## src/rtl/mem_access_unit_if.sv

```systemverilog
// Request/response and data-memory signals of the load/store alignment stage.
// The slave modport is the alignment unit. The master modport is its environment:
// the EX/MEM side that issues requests and the data memory that returns read data.
interface mem_access_unit_if #(
   parameter int WORD_ADDR_W = 8
) ();
   // request side
   logic                   req_valid;
   logic                   req_ready;
   logic [5:0]             opcode;
   logic [31:0]            addr;
   logic [31:0]            store_data;
   // response side
   logic [31:0]            load_data;
   logic                   load_valid;
   logic                   fault;
   logic [1:0]             fault_cause;
   // data memory side
   logic [WORD_ADDR_W-1:0] mem_addr;
   logic                   mem_re;
   logic                   mem_we;
   logic [31:0]            mem_wdata;
   logic [31:0]            mem_rdata;

   modport master (
      output req_valid, opcode, addr, store_data, mem_rdata,
      input  req_ready, load_data, load_valid, fault, fault_cause,
             mem_addr, mem_re, mem_we, mem_wdata
   );

   modport slave (
      input  req_valid, opcode, addr, store_data, mem_rdata,
      output req_ready, load_data, load_valid, fault, fault_cause,
             mem_addr, mem_re, mem_we, mem_wdata
   );
endinterface

```

## src/rtl/mem_access_unit.sv

```systemverilog
// Load/store alignment stage between the EX/MEM register and a word-addressed
// data memory with a single synchronous port. Sub-word stores are done as a
// read-modify-write; loads are sign- or zero-extended from the selected lane.
// Faulting requests never reach memory.
module mem_access_unit #(
   parameter int WORD_ADDR_W = 8
) (
   input  logic             clk,
   input  logic             rst_n,
   mem_access_unit_if.slave bus
);
   localparam logic [1:0] IDLE = 2'b00;
   localparam logic [1:0] RD   = 2'b01;
   localparam logic [1:0] CAP  = 2'b10;
   localparam logic [1:0] WR   = 2'b11;

   localparam logic [5:0] OP_LB  = 6'b100000;
   localparam logic [5:0] OP_LH  = 6'b100001;
   localparam logic [5:0] OP_LW  = 6'b100011;
   localparam logic [5:0] OP_LBU = 6'b100100;
   localparam logic [5:0] OP_LHU = 6'b100101;
   localparam logic [5:0] OP_SB  = 6'b101000;
   localparam logic [5:0] OP_SH  = 6'b101001;
   localparam logic [5:0] OP_SW  = 6'b101011;

   localparam logic [1:0] CAUSE_MISALIGN = 2'b01;
   localparam logic [1:0] CAUSE_RANGE    = 2'b10;
   localparam logic [1:0] CAUSE_ILLEGAL  = 2'b11;

   logic [1:0]             state;
   logic [5:0]             opcodeP0;
   logic [WORD_ADDR_W+1:0] addrP0;       // only the in-range byte address bits matter after acceptance
   logic [15:0]            storeLaneP0;  // sw bypasses the merge, so only the low halfword is kept
   logic                   opLegal;
   logic                   opHalf;
   logic                   opWord;
   logic                   misaligned;
   logic                   outOfRange;
   logic                   isLoadP0;

   // Pick the addressed lane out of a memory word and extend it to 32 bits.
   function automatic logic [31:0] extractLoad(input logic [5:0]  op,
                                               input logic [31:0] word,
                                               input logic [1:0]  offset);
      logic signed [7:0]  byteS;
      logic signed [15:0] halfS;
      logic signed [31:0] ext;
      byteS = word[{offset, 3'b000} +: 8];
      halfS = offset[1] ? word[31:16] : word[15:0];
      case (op)
         OP_LB:   ext = 32'(byteS);
         OP_LH:   ext = 32'(halfS);
         OP_LBU:  ext = {24'd0, byteS};
         OP_LHU:  ext = {16'd0, halfS};
         default: ext = word;
      endcase
      return ext;
   endfunction

   // Replace the addressed byte or halfword lane, leaving the other lanes intact.
   function automatic logic [31:0] mergeStore(input logic [5:0]  op,
                                              input logic [31:0] word,
                                              input logic [15:0] data,
                                              input logic [1:0]  offset);
      logic [31:0] merged;
      merged = word;
      if (op == OP_SH) begin
         if (offset[1]) merged[31:16] = data;
         else           merged[15:0]  = data;
      end else begin
         merged[{offset, 3'b000} +: 8] = data[7:0];
      end
      return merged;
   endfunction

   assign opLegal    = bus.opcode inside {OP_LB, OP_LH, OP_LW, OP_LBU, OP_LHU, OP_SB, OP_SH, OP_SW};
   assign opHalf     = bus.opcode inside {OP_LH, OP_LHU, OP_SH};
   assign opWord     = bus.opcode inside {OP_LW, OP_SW};
   assign misaligned = (opHalf && bus.addr[0]) || (opWord && (bus.addr[1:0] != 2'b00));
   assign outOfRange = |bus.addr[31:WORD_ADDR_W+2];
   assign isLoadP0   = opcodeP0 inside {OP_LB, OP_LH, OP_LW, OP_LBU, OP_LHU};

   // Strobes decode straight from the state so an async reset drops them at once.
   assign bus.req_ready = (state == IDLE) && rst_n;
   assign bus.mem_re    = (state == RD);
   assign bus.mem_we    = (state == WR);
   assign bus.mem_addr  = addrP0[WORD_ADDR_W+1:2];

   // Request acceptance, fault reporting, lane extract/merge and the access sequencer.
   always_ff @(posedge clk or negedge rst_n) begin
      if (!rst_n) begin
         state           <= IDLE;
         opcodeP0        <= '0;
         addrP0          <= '0;
         storeLaneP0     <= '0;
         bus.load_data   <= '0;
         bus.load_valid  <= 1'b0;
         bus.fault       <= 1'b0;
         bus.fault_cause <= 2'b00;
         bus.mem_wdata   <= '0;
      end else begin
         bus.load_valid <= 1'b0;
         bus.fault      <= 1'b0;
         case (state)
            // accept: latch the request and either fault or start the access
            IDLE: begin
               if (bus.req_valid) begin
                  opcodeP0    <= bus.opcode;
                  addrP0      <= bus.addr[WORD_ADDR_W+1:0];
                  storeLaneP0 <= bus.store_data[15:0];
                  if (!opLegal) begin
                     bus.fault       <= 1'b1;
                     bus.fault_cause <= CAUSE_ILLEGAL;
                  end else if (misaligned) begin
                     bus.fault       <= 1'b1;
                     bus.fault_cause <= CAUSE_MISALIGN;
                  end else if (outOfRange) begin
                     bus.fault       <= 1'b1;
                     bus.fault_cause <= CAUSE_RANGE;
                  end else if (bus.opcode == OP_SW) begin
                     bus.mem_wdata <= bus.store_data;
                     state         <= WR;
                  end else begin
                     state <= RD;
                  end
               end
            end
            // read strobe is up for this one cycle
            RD: state <= CAP;
            // capture: read data is valid, extract a load or merge a sub-word store
            CAP: begin
               if (isLoadP0) begin
                  bus.load_data  <= extractLoad(opcodeP0, bus.mem_rdata, addrP0[1:0]);
                  bus.load_valid <= 1'b1;
                  state          <= IDLE;
               end else begin
                  bus.mem_wdata <= mergeStore(opcodeP0, bus.mem_rdata, storeLaneP0, addrP0[1:0]);
                  state         <= WR;
               end
            end
            // write strobe is up for this one cycle
            default: state <= IDLE;
         endcase
      end
   end
endmodule

```

## src/flat_wrapper.sv

```systemverilog
// flat-port wrapper written by rule: the top's interface ports become plain ports
module mem_access_unit_flat 
#(
   parameter int WORD_ADDR_W = 8
)
  (clk, rst_n, bus_req_valid, bus_opcode, bus_addr, bus_store_data, bus_mem_rdata, bus_req_ready, bus_load_data, bus_load_valid, bus_fault, bus_fault_cause, bus_mem_addr, bus_mem_re, bus_mem_we, bus_mem_wdata);
  mem_access_unit_if #(.WORD_ADDR_W(WORD_ADDR_W)) bus_i ();
  input  logic clk;
  input  logic rst_n;
  input wire logic [$bits(bus_i.req_valid)-1:0] bus_req_valid;
  input wire logic [$bits(bus_i.opcode)-1:0] bus_opcode;
  input wire logic [$bits(bus_i.addr)-1:0] bus_addr;
  input wire logic [$bits(bus_i.store_data)-1:0] bus_store_data;
  input wire logic [$bits(bus_i.mem_rdata)-1:0] bus_mem_rdata;
  output wire logic [$bits(bus_i.req_ready)-1:0] bus_req_ready;
  output wire logic [$bits(bus_i.load_data)-1:0] bus_load_data;
  output wire logic [$bits(bus_i.load_valid)-1:0] bus_load_valid;
  output wire logic [$bits(bus_i.fault)-1:0] bus_fault;
  output wire logic [$bits(bus_i.fault_cause)-1:0] bus_fault_cause;
  output wire logic [$bits(bus_i.mem_addr)-1:0] bus_mem_addr;
  output wire logic [$bits(bus_i.mem_re)-1:0] bus_mem_re;
  output wire logic [$bits(bus_i.mem_we)-1:0] bus_mem_we;
  output wire logic [$bits(bus_i.mem_wdata)-1:0] bus_mem_wdata;
  assign bus_i.req_valid = bus_req_valid;
  assign bus_i.opcode = bus_opcode;
  assign bus_i.addr = bus_addr;
  assign bus_i.store_data = bus_store_data;
  assign bus_i.mem_rdata = bus_mem_rdata;
  assign bus_req_ready = bus_i.req_ready;
  assign bus_load_data = bus_i.load_data;
  assign bus_load_valid = bus_i.load_valid;
  assign bus_fault = bus_i.fault;
  assign bus_fault_cause = bus_i.fault_cause;
  assign bus_mem_addr = bus_i.mem_addr;
  assign bus_mem_re = bus_i.mem_re;
  assign bus_mem_we = bus_i.mem_we;
  assign bus_mem_wdata = bus_i.mem_wdata;
  mem_access_unit #(.WORD_ADDR_W(WORD_ADDR_W)) u_core (.clk(clk), .rst_n(rst_n), .bus(bus_i));
endmodule
```

## config.mk

```make
export PLATFORM = sky130hd
export DESIGN_NAME = mem_access_unit_flat
export DESIGN_NICKNAME = d
export VERILOG_FILES = /design/src/rtl/mem_access_unit_if.sv /design/src/rtl/mem_access_unit.sv /design/src/flat_wrapper.sv
export SDC_FILE = /design/constraint.sdc
export NUM_CORES = 1
export LEC_CHECK = 0
export CELL_PAD_IN_SITES_DETAIL_PLACEMENT = 0
export CELL_PAD_IN_SITES_GLOBAL_PLACEMENT = 2
export CORE_UTILIZATION = 27
export CTS_CLUSTER_DIAMETER = 50
export DETAILED_ROUTE_END_ITERATION = 7
export PLACE_DENSITY_LB_ADDON = 0.3
export SYNTH_ARGS = -nofsm -noshare
export SYNTH_HDL_FRONTEND = slang
export SYNTH_SLANG_ARGS = --single-unit
```

## constraint.sdc

```tcl
create_clock -name clk -period 3.6 [get_ports clk]
set_input_delay 0.9 -clock clk [delete_from_list [all_inputs] [get_ports clk]]
set_output_delay 0.9 -clock clk [all_outputs]
set_load 0.03 [all_outputs]
```

# Yosys cells after proc, flatten, opt, wreduce, memory -nomap -nowiden
# Cells that the tools add are included.
dict set report word_totals {
  regBits 102
  elab_cells 84
}
dict set report op_classes {
  addsub 1
  n_eq_ne 24
  shift 3
  muxes 30
  reduce_logical 17
}
# operator count
set op_table {}
lappend op_table {{32-bit two-way mux} 7}
lappend op_table {{32-bit one-hot mux with 4 select lines} 1}
lappend op_table {{6-bit == test (second input constant)} 14}
lappend op_table {{32-bit one-hot mux with 2 select lines} 1}
lappend op_table {{16-bit two-way mux} 3}
lappend op_table {{32-bit bitwise mux} 1}
lappend op_table {{8-bit by 7-bit variable shift with 32-bit output (first input constant)} 1}
lappend op_table {{32-bit by 6-bit indexed part select with 8-bit output} 1}
lappend op_table {{8-bit by 7-bit indexed part select with 32-bit output} 1}
lappend op_table {{22-bit OR reduction} 1}
lappend op_table {{2-bit two-way mux} 9}
lappend op_table {{2-bit inequality test (second input constant)} 4}
lappend op_table {{8-bit nonzero test} 1}
lappend op_table {{1-bit two-way mux} 7}
lappend op_table {{5-bit negator with 7-bit output} 1}
lappend op_table {{7-bit AND reduction} 1}
lappend op_table {{2-bit one-hot mux with 3 select lines} 1}
lappend op_table {{2-bit nonzero test} 3}
lappend op_table {{5-bit nonzero test} 1}
lappend op_table {{2-bit == test (second input constant)} 2}
lappend op_table {{2-bit by 1-bit inequality test with 1-bit output (second input constant)} 2}
lappend op_table {{2-bit AND reduction} 2}
lappend op_table {{4-bit AND reduction} 1}
lappend op_table {{1-bit logical AND} 3}
lappend op_table {{6 further kinds} 6}

# Longest topological paths before layout
dict set report depth {
  ltp_word 8
  mapped_depth 9
  mapped_depth_nobuf 7
}

# Least setup slack after synthesis
# Ideal clock, no wire load.
dict set report synth_timing {
  path_type {input to register}
  from {input port bus_addr[17]}
  to {register u_core.bus.mem_wdata[0] (netlist bit)}
  setup_ns 0.127
  arrival_time_ns 2.673
  path_slack_ns 0.800
  path_stages 6
  path_cell_list {or4_1 > or4_1 > nor3_2 > a21oi_2 > buf_2 > a221o_2}
}
dict set report synth_via {
  elab_chain_cells 3
}
# element line
set synth_lines {}
lappend synth_lines {{start, declared} flat_wrapper.sv:12} ;# input wire logic [$bits(bus_i.addr)-1:0] bus_addr;
lappend synth_lines {{22-bit OR reduction} mem_access_unit.sv:80} ;# assign outOfRange = |bus.addr[31:WORD_ADDR_W+2];
lappend synth_lines {{2-bit inequality test (no source line)} --}
lappend synth_lines {{7-bit AND reduction (no source line)} --}
lappend synth_lines {{end signal, assigned} mem_access_unit.sv:121} ;# bus.mem_wdata <= bus.store_data;
lappend synth_lines {{end signal, assigned} mem_access_unit.sv:137} ;# bus.mem_wdata <= mergeStore(opcodeP0, bus.mem_rdata, storeLaneP0, addrP0[1:0]);
lappend synth_lines {{end, declared} mem_access_unit_if.sv:34} ;# mem_addr, mem_re, mem_we, mem_wdata
# Every way passes these cells.
# A chain may end at the register's enable or synchronous reset.

# Worst setup path in the final report
dict set report layout_timing {
  from {input port bus_opcode[0]}
  to {register u_core.bus.mem_wdata[13] (netlist bit)}
}
dict set report layout_via {
  elab_chain_cells 6
  word_cells_on_any_way 18
  classes_between {eq/ne: 11; reduce/logical: 7}
}
# element line
set layout_lines {}
lappend layout_lines {{start, declared} flat_wrapper.sv:11} ;# input wire logic [$bits(bus_i.opcode)-1:0] bus_opcode;
lappend layout_lines {{6-bit == test (on tied branches)} --}
lappend layout_lines {{3-bit nonzero test or 2-bit nonzero test (tied branches)} {mem_access_unit.sv:77, mem_access_unit.sv:78}}
lappend layout_lines {{1-bit logical AND} mem_access_unit.sv:79} ;# assign misaligned = (opHalf && bus.addr[0]) || (opWord && (bus.addr[1:0] != 2'b00));
lappend layout_lines {{1-bit logical OR} mem_access_unit.sv:79}
lappend layout_lines {{2-bit inequality test (no source line)} --}
lappend layout_lines {{7-bit AND reduction (no source line) (*)} --}
# Every way passes the cells marked *; elsewhere a longest branch is shown, timed or not.

==> qor.txt <==
clk root buf: clkbuf_16
post-route cell area: 7940 um2
Clk pin slew, worst setup/hold paths: 0.07 ns
Post-synth top cells: nand2_1, dfrtp_1, nor2_1
largest net degree at the start of global routing: 61
Clk Latency, worst-skew pair: 0.36 ns
Longest Clk Path Bufs: 2
Peak VDD IR: 277 uV
hold_buf cts: 0
fill count: 2068
critical path class: in2reg
die footprint: 21300 um2
Critical Path RT: 3.84 ns
Worst slew margin: 39.6%
IO Pins: 184
Synth Register Bits: 102
Placeable Area: 20300 um2
min Tclk post-route: 3.12 ns
total track usage: 19.3%
RSZ-0062 raised after global routing: no
Net Count, Synth: 719
Die W: 146 um
synthesis warning total: 0
CP Depth: 7
worst-margin pin slew: 0.904 ns
status: completed
initial core utilization: 27.6%
area delta synth->final: 41.8%
gr ovfl total: 0
critical path's top delay family: buffers and inverters
TNS Setup: 0 ns
Setup crit end kind: flip-flop
H-tree levels: 3
FMAX: 0.320 GHz
Worst Reg2Reg Path Length in Cells: 7
Post-Syn Area: 5600 um2
n_diodes: 0
layout cells sized above 1: 10.1%
hold crit path type: reg2reg
Synth area leaders: dfrtp_1, nand2_1, a221o_2
post-synth top area cell: dfrtp_1
ys flop type: dfrtp_1
initial antenna violation count: 0
CTS Buf Count: 9
Yosys cell types: 59
DRC: 0
top-area cell type share of the netlist area: 45.6%
first-pass GRT wire length: 31600 um
Final Hold Viols: 0
DRT antenna net count: 0
CTS tree: built
Port Buffers: 183
RePlAce Congestion: 0.810
share of the yosys chip area belonging to registers: 45.6%
Post-synth EDFFs: 0
initial detailed-routing violation count: 344
Final Max Slew Viols: 0
worst-path fanout max: 17
DP HPWL: 15100 um
Setup Skew: 0.0131 ns
Register Area: 2550 um2
most common cell in the netlist: nand2_1
post-CTS sizing: 0
CP max-delay cell: a21oi_2
chip height: 146 um
TritonRoute pass-1 iters: 4
final setup fails: 0
Mean Syn Cell Area: 9.20 um2
std cell rows: 52
CP Launch Type: input pin
max cap viols: 0
setup bufs post-CTS: 0
nets: 881
clock net sink count: 102
P_leak: 0.00333 uW
crit share post-route: 86.8%
Post-Synthesis Cells: 609
Post-Route Utilization: 39.1%
multi-input logic area: 2790 um2
vias per inst: 5.20
Worst Path Arrival: 3.37 ns
via count: 5439
Tot Pwr: 4440 uW
crit-path cells: clkdlybuf4s50_1 -> nor2b_1 -> a32oi_1 -> and3_1 -> a21oi_2 -> buf_4 -> mux2_2
Synth async-reset ratio: 100%
vias in the first global route: 5337
Area after DPL: 7660 um2
WP buf/inv: 2
wire length per cell: 19.4 um
hold-critical path depth: 2
PD cells: 558 nW/um2
CP peak stage delay: 0.63 ns
WL final: 20300 um
-- cell type report --
class,instances,area share (%)
multi-input cells,452,35.2
flip-flops and latches,102,32.1
repair buffers,200,24.6
well taps,270,4.25
clock buffers,11,2.93
clock inverters,4,0.614
inverters,6,0.284
-- metal layers --
metal	up-vias	GRT usage [%]	part of all wire [%]
met2	202	30.6	46
met3	31	4.81	6.3
li1	2548	-	-
met4	0	5.42	1.9
met5	-	0	0
met1	2658	26.2	46
-- worst reg2reg max path: cells and delay by family, from the launching register on --
kind	cells	cell delay, ns
mux	1	0.21
buf+inv	2	0.50
flops	1	0.38
simple gates	1	0.80
fa+ha+maj	1	0.21
compound gates	2	0.58
-- final timing paths --
check / from / to / slack [ns]
worst max-delay path: bus_opcode[0] / u_core.bus.mem_wdata[13] / 0.48
worst max register to register: u_core.addrP0[1] / u_core.bus.mem_wdata[15] / 0.87
worst min register to register: u_core.addrP0[3] / u_core.addrP0[3] / 0.48
min in group asynchronous: rst_n / u_core.bus.load_data[13] / 0.69
worst min-delay path: u_core.addrP0[3] / u_core.addrP0[3] / 0.48
max in group asynchronous: rst_n / u_core.storeLaneP0[3] / 1.67
-- per-stage QoR --
step	std cells	worst slack [ns]	hold slack [ns]
4_1_cts	1045	0.437	0.484
5_1_grt	1045	0.331	0.505
3_3_place_gp	1030	0.175	0.458
2_1_floorplan	609	0.800	0.447
3_5_place_dp	1030	0.0662	0.466
6_report	1045	0.475	0.477
-- sequential cells by signal, summed over array words and instances, names as in the netlist --
register                cells
u_core.state                2
u_core.bus.load_valid       1
u_core.bus.mem_wdata       32
u_core.opcodeP0             6
u_core.bus.load_data       32
u_core.bus.fault_cause      2
u_core.bus.fault            1
u_core.addrP0              10
u_core.storeLaneP0         16
-- layout by cell type (no fill, tap or decap), types with 3 or more instances in the layout --
master	n
o22a_1	5
clkdlybuf4s50_1	182
a2111oi_0	3
a221oi_1	16
dfrtp_1	102
buf_4	18
nand4_1	7
nor2b_1	12
o31ai_1	16
nor4_1	5
o21ai_0	31
nor2_1	38
o221ai_1	5
a21oi_1	22
and2_1	12
a32o_1	16
o2bb2ai_1	7
nand2b_1	5
a211oi_1	16
mux2_2	16
a221o_2	16
nand2_1	154
ha_1	5
a31oi_1	8
clkbuf_16	9
clkinv_1	4
-- logic make-up after synthesis --
kind of cell | synth area share, %
flops | 45.6
simple gates | 20.8
compound gates | 24.0
mux | 3.80
fa+ha+maj | 1.12
buf+inv | 4.67
-- power by group --
group	internal, uW	leakage, uW	switching (uW)
logic	777	0.00190	1090
clock network	535	0.000139	434
registers	1390	0.00129	212
total	2700	0.00333	1730
Note: power is estimated with default switching activity, not from simulation.
